### src/rtl/hawk_video_pkg.sv
// hawk_video_pkg: shared frame geometry defaults and scheduler state type
package hawk_video_pkg;
   localparam int SIZE_X = 640;
   localparam int SIZE_Y = 480;
   localparam int PIX_TOTAL = SIZE_X * SIZE_Y;
   localparam int PW = $clog2(PIX_TOTAL + 1);
   typedef enum logic {IDLE, ACTIVE} state_t;
endpackage

### src/rtl/hawk_rr_arbiter.sv
// hawk_rr_arbiter: combinational round-robin pick, searching from ptr+1 and wrapping
module hawk_rr_arbiter #(
   parameter int N = 4,
   parameter int W = $clog2(N)
) (
   input  logic [N-1:0] req,
   input  logic [W-1:0] ptr,
   output logic [W-1:0] gnt_idx,
   output logic         gnt_any
);
   logic [W-1:0] idx;
   // Walk candidates farthest-first so the nearest requester after ptr overwrites last
   always_comb begin
      gnt_idx = '0;
      gnt_any = 1'b0;
      idx = '0;
      for (int i = N; i >= 1; i--) begin
         idx = W'((int'(ptr) + i) % N);
         if (req[idx]) begin
            gnt_idx = idx;
            gnt_any = 1'b1;
         end
      end
   end
endmodule

### src/rtl/hawk_video_meta_sched.sv
// hawk_video_meta_sched: per-frame metadata slot scheduler with frame counting and geometry check
module hawk_video_meta_sched #(
   parameter int SIZE_X  = hawk_video_pkg::SIZE_X,
   parameter int SIZE_Y  = hawk_video_pkg::SIZE_Y,
   parameter int NUM_SRC = 4,
   parameter int FCNT_W  = 16
) (
   input  logic                       stream_clk,
   input  logic                       reset_n,
   input  logic                       enable,
   input  logic [NUM_SRC-1:0]         src_valid,
   input  logic [16*NUM_SRC-1:0]      src_data,
   output logic [NUM_SRC-1:0]         src_ack,
   input  logic                       stream_in_sop,
   input  logic                       stream_in_valid,
   input  logic                       stream_in_eop,
   output logic                       insert_en,
   output logic [15:0]                meta_data,
   output logic [$clog2(NUM_SRC)-1:0] meta_tag,
   output logic                       meta_valid,
   output logic [FCNT_W-1:0]          frame_cnt,
   output logic                       frame_err
);
   import hawk_video_pkg::*;
   localparam int FRAME_PIX = SIZE_X * SIZE_Y;
   localparam int CNT_W = $clog2(FRAME_PIX + 1);
   localparam int TW = $clog2(NUM_SRC);
   state_t state_q, state_d;
   logic [CNT_W-1:0] pix_q, pix_d, pix_inc;
   logic [TW-1:0] rr_q, rr_d, tag_q, tag_d, gnt_idx;
   logic [15:0] data_q, data_d;
   logic [NUM_SRC-1:0] ack_q, ack_d;
   logic [FCNT_W-1:0] fcnt_q, fcnt_d;
   logic ins_q, ins_d, mv_q, mv_d, err_q, err_d, gnt_any;
   logic sop_beat, data_beat, eop_beat;
   assign sop_beat  = stream_in_valid & stream_in_sop;
   assign data_beat = stream_in_valid & ~stream_in_sop;
   assign eop_beat  = stream_in_valid & stream_in_eop;
   assign pix_inc   = (&pix_q) ? pix_q : pix_q + 1'b1;
   hawk_rr_arbiter #(.N(NUM_SRC)) u_arb (
      .req     (src_valid),
      .ptr     (rr_q),
      .gnt_idx (gnt_idx),
      .gnt_any (gnt_any)
   );
   // A sop_beat always starts a frame; sop+eop together closes it again as a zero-pixel frame
   always_comb begin
      state_d = state_q;
      pix_d   = pix_q;
      rr_d    = rr_q;
      tag_d   = tag_q;
      data_d  = data_q;
      ins_d   = ins_q;
      mv_d    = mv_q;
      ack_d   = '0;
      fcnt_d  = fcnt_q;
      err_d   = 1'b0;
      if (sop_beat) begin
         pix_d   = '0;
         ins_d   = enable;
         data_d  = gnt_any ? src_data[16*gnt_idx +: 16] : 16'h0;
         mv_d    = gnt_any;
         if (gnt_any) begin
            tag_d = gnt_idx;
            rr_d  = gnt_idx;
            ack_d[gnt_idx] = 1'b1;
         end
         state_d = eop_beat ? IDLE : ACTIVE;
         err_d   = eop_beat || state_q == ACTIVE;
         fcnt_d  = eop_beat ? fcnt_q + 1'b1 : fcnt_q;
      end else if (state_q == ACTIVE && data_beat) begin
         pix_d = pix_inc;
         if (eop_beat) begin
            state_d = IDLE;
            fcnt_d  = fcnt_q + 1'b1;
            err_d   = pix_inc != CNT_W'(FRAME_PIX);
         end
      end
   end
   always_ff @(posedge stream_clk or negedge reset_n) begin
      if (!reset_n) begin
         state_q <= IDLE;
         pix_q   <= '0;
         rr_q    <= TW'(NUM_SRC - 1);
         tag_q   <= '0;
         data_q  <= '0;
         ins_q   <= 1'b0;
         mv_q    <= 1'b0;
         ack_q   <= '0;
         fcnt_q  <= '0;
         err_q   <= 1'b0;
      end else begin
         state_q <= state_d;
         pix_q   <= pix_d;
         rr_q    <= rr_d;
         tag_q   <= tag_d;
         data_q  <= data_d;
         ins_q   <= ins_d;
         mv_q    <= mv_d;
         ack_q   <= ack_d;
         fcnt_q  <= fcnt_d;
         err_q   <= err_d;
      end
   end
   assign insert_en  = ins_q;
   assign meta_data  = data_q;
   assign meta_tag   = tag_q;
   assign meta_valid = mv_q;
   assign src_ack    = ack_q;
   assign frame_cnt  = fcnt_q;
   assign frame_err  = err_q;
endmodule

### config.mk
export PLATFORM = sky130hd
export DESIGN_NAME = hawk_video_meta_sched
export DESIGN_NICKNAME = d
export VERILOG_FILES = /design/src/rtl/hawk_video_pkg.sv /design/src/rtl/hawk_rr_arbiter.sv /design/src/rtl/hawk_video_meta_sched.sv
export SDC_FILE = /design/constraint.sdc
export NUM_CORES = 1
export LEC_CHECK = 0
export CORE_MARGIN = 5
export CORE_UTILIZATION = 45
export DETAILED_ROUTE_END_ITERATION = 6
export PLACE_DENSITY = 0.8
export SYNTH_ARGS = -nofsm -noshare
export SYNTH_HDL_FRONTEND = slang
export SYNTH_SLANG_ARGS = --single-unit
### constraint.sdc
create_clock -name stream_clk -period 2.6 [get_ports stream_clk]
set_clock_uncertainty 0.05 [all_clocks]
set_input_delay 0.52 -clock stream_clk [delete_from_list [all_inputs] [get_ports stream_clk]]
set_output_delay 0.52 -clock stream_clk [all_outputs]
set_load 0.01 [all_outputs]
### After elaboration in Yosys (flattened, before gate mapping)

Cells that the tools add are included.

| storage, ports and cells | value |
|---|---|
| bits in registers | 63 |
| output and inout bits | 41 |

| cells by class | value |
|---|---|
| add/subtract/negate cells | 6 |
| bitwise operators | 4 |
| muxes and demuxes | 34 |
| reductions and logical operators | 8 |
| order comparisons | 6 |
| equality and inequality tests | 1 |
| shift operators | 1 |

Operators with widths:

| cell | count |
|---|---|
| 16-bit two-way mux | 4 |
| 64-bit by 7-bit variable part select with 16-bit output | 1 |
| 19-bit two-way mux | 3 |
| 19-bit by 1-bit adder with 19-bit output, second input constant | 1 |
| 19-bit inequality test, second input constant | 1 |
| 19-bit AND reduction | 1 |
| 16-bit by 1-bit adder with 16-bit output, second input constant | 1 |
| 1-bit two-way mux | 16 |
| 2-bit by 3-bit < comparator with 1-bit output, second input constant | 5 |
| 1-bit binary-select mux with 2-bit select | 4 |
| 2-bit two-way mux | 4 |
| 4-bit two-way mux | 2 |
| 2-bit by 1-bit adder with 2-bit output, second input constant | 2 |
| 2-bit adder, second input constant | 2 |
| 2-bit AND reduction | 2 |
| 2-bit nonzero test | 2 |
| 1-bit AND | 3 |
| 1-bit demux with 2-bit select | 1 |
| 2-bit by 1-bit greater-or-equal comparator with 1-bit output, second input constant | 1 |
| 1-bit logical AND | 2 |
| 1-bit logical OR | 1 |
| 1-bit NOT | 1 |

### Depth between registers and ports, before layout

Gate-level depths: netlist (run 1).

| depth | value |
|---|---|
| word-level depth | 13 |
| mapped depth | 7 |
| gate-level depth less buffers | 7 |

### Modules after synthesis

Synthesis (run 1) repeated with hierarchy kept, for this count alone.

| second synthesis, totals | value |
|---|---|
| cells, all modules | 347 |
| area, all modules | 3,567.2 µm² |

Modules (own cells, without submodules):

| module | area an instance (µm²) | cells each | times used |
|---|---|---|---|
| hawk_video_meta_sched | 3,475.8 | 333 | 1 |
| hawk_rr_arbiter | 91.3 | 14 | 1 |

### Worst setup path before layout (run 1)

OpenSTA, ideal clock, no wires.

| path | value |
|---|---|
| kind | reg-to-reg |
| start | reg pix_q[0] |
| end | reg err_q (netlist: frame_err) |
| cell stages (with the launch flop) | 8 |
| buffers on the path | 0 |
| period minus slack after synthesis | 2,263 ps |
| setup slack | 337 ps |
| arrival | 2,089 ps |
| cell sequence | dfrtp_1 > ha_1 > nand4_1 > nor4_2 > mux2i_1 > a21boi_1 > o2111ai_1 > o31a_1 |

| on the way | value |
|---|---|
| longest elaborated chain between the ends | 6 |

Ends and longest elaborated chain:

| item | RTL line | source |
|---|---|---|
| start, declared | hawk_video_meta_sched.sv:29 | `logic [CNT_W-1:0] pix_q, pix_d, pix_inc;` |
| start signal, assigned | hawk_video_meta_sched.sv:94 | `pix_q <= pix_d;` |
| 19-bit by 1-bit adder with 19-bit output or 19-bit AND reduction (tied branches) | hawk_video_meta_sched.sv:39 | `assign pix_inc = (&pix_q) ? pix_q : pix_q + 1'b1;` |
| 19-bit two-way mux * | hawk_video_meta_sched.sv:39 |  |
| 19-bit inequality test * | hawk_video_meta_sched.sv:76 | `err_d = pix_inc != CNT_W'(FRAME_PIX);` |
| 1-bit two-way mux * | hawk_video_meta_sched.sv:73 | `if (eop_beat) begin` |
| 1-bit two-way mux * | hawk_video_meta_sched.sv:71 | `end else if (state_q == ACTIVE && data_beat) begin` |
| 1-bit two-way mux * | hawk_video_meta_sched.sv:58 | `if (sop_beat) begin` |
| net err_d | hawk_video_meta_sched.sv:34 | `logic ins_q, ins_d, mv_q, mv_d, err_q, err_d, gnt_any;` |
| end signal, assigned | hawk_video_meta_sched.sv:102 | `err_q <= err_d;` |
| end, declared | hawk_video_meta_sched.sv:34 |  |

The timed path passes the listed nets; every way through them passes the cells marked *.
A chain may end at the register's enable or synchronous reset.

### Final worst setup path (run 1)

Same ends and word-level chain as after synthesis.

==> results of run 1 <==
[worst max-delay path, stage by stage, from the launching register on]
cell,delay [ps]
dfrtp_1,420
ha_1,280
nand4_1,240
nor3_1,290
mux2i_1,290
and4bb_2,250
o2111ai_1,120
o31a_1,320
[layer usage]
| layer | vias up | global-route usage |
|---|---|---|
| met5 | - | 0 |
| met4 | 0 | 0.0641 |
| met3 | 11 | 0.0477 |
| met2 | 125 | 0.355 |
| met1 | 1651 | 0.278 |
| li1 | 1610 | - |
[placed cells by master, fill, tap and decap left out, types with 2 or more instances in the layout]
master           netlist  routed
nand4_1               11      11
a41oi_1                2       2
inv_1                  3       3
nor2b_1                3       3
clkdlybuf4s50_1        0     113
o22ai_1                2       2
dfstp_2                2       2
o21a_1                 3       3
a2bb2oi_1              5       5
and3_1                 4       4
clkinv_2               0       3
xnor2_1               12      12
and4_1                 4       4
nand3_1                9       9
o21ai_0               21      21
nor2_1                30      29
clkbuf_8               0       9
o211a_1                2       2
ha_1                   2       2
o21ai_1                4       4
nor3_1                10       9
a21oi_1               20      20
mux2i_1               40      40
buf_4                  0      11
a22oi_1                6       6
xor2_1                 8       8
o2111ai_1              2       2
a22o_1                14      14
mux2_2                 3       3
a31oi_1                9       9
nand2b_1               3       3
nand2_1               39      39
dfrtp_1               61      61
clkinv_4               0       2
[logic make-up after synthesis]
kind of cell | count (synthesis)
fa+ha+maj | 2
buf+inv | 27
flops | 63
compound gates | 99
simple gates | 123
mux | 43
xor+xnor | 20
[worst min-delay path by stage]
stage             startpoint       endpoint  cells past startpoint
6_report             reset_n     src_ack[2]                      2
5_1_grt              reset_n     src_ack[2]                      2
4_1_cts              reset_n  meta_data[14]                      2
3_5_place_dp   frame_cnt[15]  frame_cnt[15]                      1
3_3_place_gp      meta_valid     meta_valid                      2
2_1_floorplan        reset_n   frame_cnt[0]                      0
[area by class of cell]
cell class	count	area [um^2]	share of cell area
Tap cell	102	128	0.0252
Sequential cell	63	1580	0.312
Inverter	3	11.3	0.00222
Timing Repair Buffer	126	1240	0.244
Clock buffer	9	124	0.0244
Clock inverter	7	48.8	0.00963
Multi-Input combinational cell	287	1940	0.382
[flip-flops by register name (all words and copies together), names as in the netlist]
| name | count |
|---|---|
| meta_valid | 1 |
| src_ack | 4 |
| state_q | 1 |
| pix_q | 19 |
| frame_err | 1 |
| meta_data | 16 |
| meta_tag | 2 |
| frame_cnt | 16 |
| insert_en | 1 |
| rr_q | 2 |
[power by group through the flow]
stage	logic (mW)	clock network, mW	registers, mW
3_5_place_dp	0.980	0	1.25
5_1_grt	1.05	0.818	1.25
6_report	0.973	0.759	1.23
4_1_cts	0.987	0.769	1.23
3_3_place_gp	0.955	0	1.24
2_1_floorplan	0.419	0	1.29
==> summary.txt, run 1 <==
Critical path
  • CP Capture Type: flop
  • Reg-to-Reg Start: pix_q[0]
  • Max FO, Critical Path: 6
  • Worst Setup Path Type: flop to flop
  • Setup crit end: frame_err
  • Critical path arrival: 2540 ps
  • Worst Setup SP: pix_q[0]
  • Worst R2R Setup Slack: 240 ps
  • R2r worst-path depth: 7
  • CP required: 2780 ps
  • Reg2reg end: frame_err
  • Critical Path Source Type: flop

Power
  • Pint: 2.02 mW
  • Switching share of power: 0.318
  • Register share of total power: 0.416
  • Logic pwr share: 0.328
  • Leakage power: 2.18 nW
  • Worst vdd ir: 409 uV
  • Power per cell area: 585 nW/um^2
  • Sw Pwr: 942 uW
  • Clock power share: 0.256
  • Overall Power: 2.97 mW

Clocking
  • Clk buf depth: 2
  • Clock-pin slew on the worst setup and hold paths: 70 ps
  • Clk root buf: clkbuf_8
  • CTS H-Tree Depth: 3
  • Gates resized, CTS repair: 0
  • CTS tree: built
  • Cts hold-fix bufs: 0
  • Number of buffers created by CTS: 9
  • Postcts setup bufs: 0
  • Clock Latency Late Sink: 340 ps
  • Clk sinks: 63

Yosys
  • Ys flop type: dfrtp_1
  • Syn avg cell area: 9.60 um^2
  • Cell with the most instances after synthesis: dfrtp_1
  • Mapped Area: 3620 um^2
  • Post-Synth XOR/XNOR Area: 0.0484
  • Post-Synth Simple-Gate Area: 0.174
  • Synth top area share: 0.422
  • Post-synth EDFFs: 0
  • Synthesized flop and latch total: 63
  • Synthesis Warnings: 0
  • Mapped Nets: 453
  • Largest family of logic cells by synthesized area: compound AO/OA/AOI/OAI gates
  • Ys async rst share: 1.00
  • Post-synthesis sequential area ratio: 0.436
  • Synth area leader: dfrtp_1
  • Synth Area in Adders: 0.00691
  • Netlist cell types: 50
  • Synth area leaders: dfrtp_1, mux2i_1, nand2_1
  • Synth Area in Compound Gates: 0.183
  • Commonest cells in the netlist: dfrtp_1, mux2i_1, nand2_1
  • Mux contribution to synthesized area: 0.120
  • Synth Instances: 377

Timing
  • Final slew viol count: 0
  • RSZ-0062 raised after global routing: false
  • Worst Tran Pin Value: 795 ps
  • Fmax: 423 MHz
  • Max transition margin: 0.470
  • WHS: 288 ps
  • Fin Setup TNS: 0 ps
  • Period minus WS final: 2360 ps
  • Fin. Hold Viols: 0
  • Final Worst Setup Slack: 236 ps
  • Final period util: 0.909
  • Final setup fails: 0

Die
  • Area of the die: 9940 um^2
  • Initial Util: 0.466
  • Chip height: 99.7 um
  • Top Ports: 115
  • Die width: 99.7 um
  • Core Area: 7770 um^2
  • FP Rows: 32

GRT
  • Vias in the first global route: 3410
  • Initial antenna violation count: 0
  • First-pass GRT wire length: 17.3 mm
  • Largest net degree at the start of global routing: 64
  • Total GRT Usage: 0.214
  • Gr ovfl total: 0

Detailed routing
  • DRT iter0 DRCs: 128
  • Remaining DRCs: 0
  • WL met1: 4.72 mm
  • Post-DR wirelength/cell: 17.6 um
  • Vias/cell: 5.69
  • Highest routed layer: met4
  • Metal2 WL: 4.95 mm
  • Post-route ant nets: 0
  • Vias: 3397
  • Post-Route WL: 10.5 mm
  • First-pass iteration count of the detailed router: 4
  • WL met3: 684 um

Placement
  • Port Buf Inserts: 114
  • Placed Area: 4890 um^2
  • Placed insts: 581
  • GPL Wtd Cong: 0.891
  • Pre-CTS WS: 111 ps
  • HPWL after detailed placement: 7.85 mm

Finish
  • Nets: 566
  • Fin util: 0.652
  • ANT cells: 0
  • Share of layout cells above drive strength 1: 0.0848
  • Fillers: 649
  • Final std cells w/o fill: 597
  • Area grow syn2layout: 40.0%
  • Finished Cell Area: 5070 um^2

Flow run
  • Max_cap viols: 0

Worst hold path
  • Min-delay worst type: input pin to asynchronous set/reset pin

Run status
  • Outcome: complete, no violations
Note: power is estimated with default switching activity, not from simulation.
==> inputs of run 2 (changes only) <==
- CORE_UTILIZATION: 45 -> 35
- PLACE_DENSITY: 0.8 -> 0.65
==> run 2 against run 1 <==
Effect of this change: critical path depth is 1 higher; combinational power rose by 0.4%; total power increased by 3.4%; critical path type unchanged; largest cell class unchanged.
==> summary.txt, run 2 (synthesis gave the netlist of run 1 again) <==
Timing
  • Max transition margin: 0.714
  • Final period util: 0.889
  • Period minus WS final: 2310 ps
  • Final slew viol count: 0
  • Fin Setup TNS: 0 ps
  • RSZ-0062 raised after global routing: false
  • Worst Tran Pin Value: 426 ps
  • Fin. Hold Viols: 0
  • Fmax: 432 MHz
  • Final setup fails: 0

Flow run
  • Max_cap viols: 0

Detailed routing
  • Post-Route WL: 10.1 mm
  • Post-route ant nets: 0
  • Remaining DRCs: 0
  • DRT iter0 DRCs: 176
  • First-pass iteration count of the detailed router: 4
  • Post-DR wirelength/cell: 15.9 um
  • Vias/cell: 5.18
  • Vias: 3293

Placement
  • Port Buf Inserts: 114
  • GPL Wtd Cong: 0.868
  • HPWL after detailed placement: 7.55 mm
  • Placed Area: 4990 um^2

Clocking
  • CTS tree: built
  • Clock Latency Late Sink: 340 ps
  • Clk sinks: 63
  • Clk buf depth: 2
  • Number of buffers created by CTS: 9
  • CTS H-Tree Depth: 3
  • Gates resized, CTS repair: 0
  • Cts hold-fix bufs: 0
  • Postcts setup bufs: 0
  • Clk root buf: clkbuf_8
  • Clock-pin slew on the worst setup and hold paths: 80 ps

GRT
  • Gr ovfl total: 0
  • Vias in the first global route: 3261
  • Initial antenna violation count: 0
  • Largest net degree at the start of global routing: 64
  • First-pass GRT wire length: 17.2 mm
  • Total GRT Usage: 0.166

Critical path
  • Worst Setup Path Type: flop to flop
  • R2r worst-path depth: 8
  • Worst R2R Setup Slack: 290 ps
  • CP required: 2780 ps
  • Critical Path Source Type: flop
  • CP Capture Type: flop
  • Worst Setup SP: pix_q[1]
  • Reg-to-Reg Start: pix_q[1]
  • Critical path arrival: 2490 ps
  • Max FO, Critical Path: 7
  • Reg2reg end: frame_err

Power
  • Logic pwr share: 0.319
  • Pint: 2.13 mW
  • Switching share of power: 0.306
  • Leakage power: 2.22 nW
  • Power per cell area: 592 nW/um^2
  • Worst vdd ir: 507 uV
  • Register share of total power: 0.400
  • Clock power share: 0.281
  • Sw Pwr: 938 uW
  • Overall Power: 3.07 mW

Finish
  • Area of the multi-input gates: 1940 um^2
  • Largest register FFs: 19
  • Register area: 1580 um^2
  • Fillers: 957
  • Commonest non-fill, non-tap cell in the layout: clkdlybuf4s50_1
  • ANT cells: 0
  • Area grow syn2layout: 43.2%
  • Finished Cell Area: 5180 um^2
  • Reg with most FFs: pix_q
  • Nets: 571
  • Most frequent cells in the layout: clkdlybuf4s50_1, dfrtp_1, mux2i_1
  • Share of layout cells above drive strength 1: 0.0940

Die
  • FP Rows: 37
  • Initial Util: 0.355
  • Die width: 112 um
  • Area of the die: 12500 um^2
  • Core Area: 10200 um^2
  • Top Ports: 115
  • Chip height: 112 um

Worst hold path
  • Min-delay worst type: input pin to asynchronous set/reset pin

Run status
  • Outcome: complete, no violations
-- run 2: cell count changes in the layout (fill, tap and decap cells not counted) --
cell	previous run	this run
buf_4	11	15
buf_12	1	2
bufinv_16	0	1
clkinv_2	3	2
clkinv_4	2	1
clkinvlp_4	1	2
-- run 2: per-stage QoR --
stage | hold WS (ps) | worst slack, ps | cells | utilization
floorplan | 174 | 337 | 377 | -
global route | 157 | 184 | 636 | 0.509
detailed placement | 431 | 9.23 | 620 | 0.490
finish | 127 | 287 | 636 | 0.509
global placement | 410 | 142 | 620 | 0.490
CTS | 140 | 291 | 636 | 0.509
-- run 2: metal layers --
| metal | vias to the layer above | global-route usage | wire length, um |
|---|---|---|---|
| li1 | 1620 | - | - |
| met1 | 1548 | 0.232 | 4840 |
| met2 | 113 | 0.255 | 4420 |
| met3 | 12 | 0.0429 | 720 |
| met4 | 0 | 0.0503 | 144 |
| met5 | - | 0 | 0 |
-- run 2: how the worst max path moves through the flow --
| stage | endpoint | slack [ps] | depth (start not counted) |
|---|---|---|---|
| floorplan | frame_err | 340 | 7 |
| global placement | frame_cnt[15] | 140 | 6 |
| detailed placement | frame_cnt[15] | 9 | 6 |
| CTS | frame_err | 290 | 8 |
| global route | frame_err | 180 | 7 |
| finish | frame_err | 290 | 8 |
-- run 2: power by group through the flow --
stage | combinational [mW] | clock, mW | sequential (mW)
after floorplan | 0.419 | 0 | 1.29
final | 0.977 | 0.862 | 1.23
after detailed placement | 0.984 | 0 | 1.25
after CTS | 0.991 | 0.887 | 1.23
after global placement | 0.977 | 0 | 1.24
after global routing | 1.06 | 0.930 | 1.25
-- run 2: cell type report --
| type | count | area share |
|---|---|---|
| clock buffers | 9 | 0.0239 |
| clock inverters | 7 | 0.0140 |
| inverters | 3 | 0.00217 |
| multi-input cells | 287 | 0.374 |
| flip-flops and latches | 63 | 0.305 |
| well taps | 136 | 0.0328 |
| repair buffers | 131 | 0.249 |
-- run 2: worst max-delay path, cell delays in order, from the launching register on --
cell	delay [ps]
dfrtp_1	410
ha_1	190
nand4_1	210
buf_4	230
nor3_1	240
and4b_1	270
xor2_1	140
o2111ai_1	150
o31a_1	320
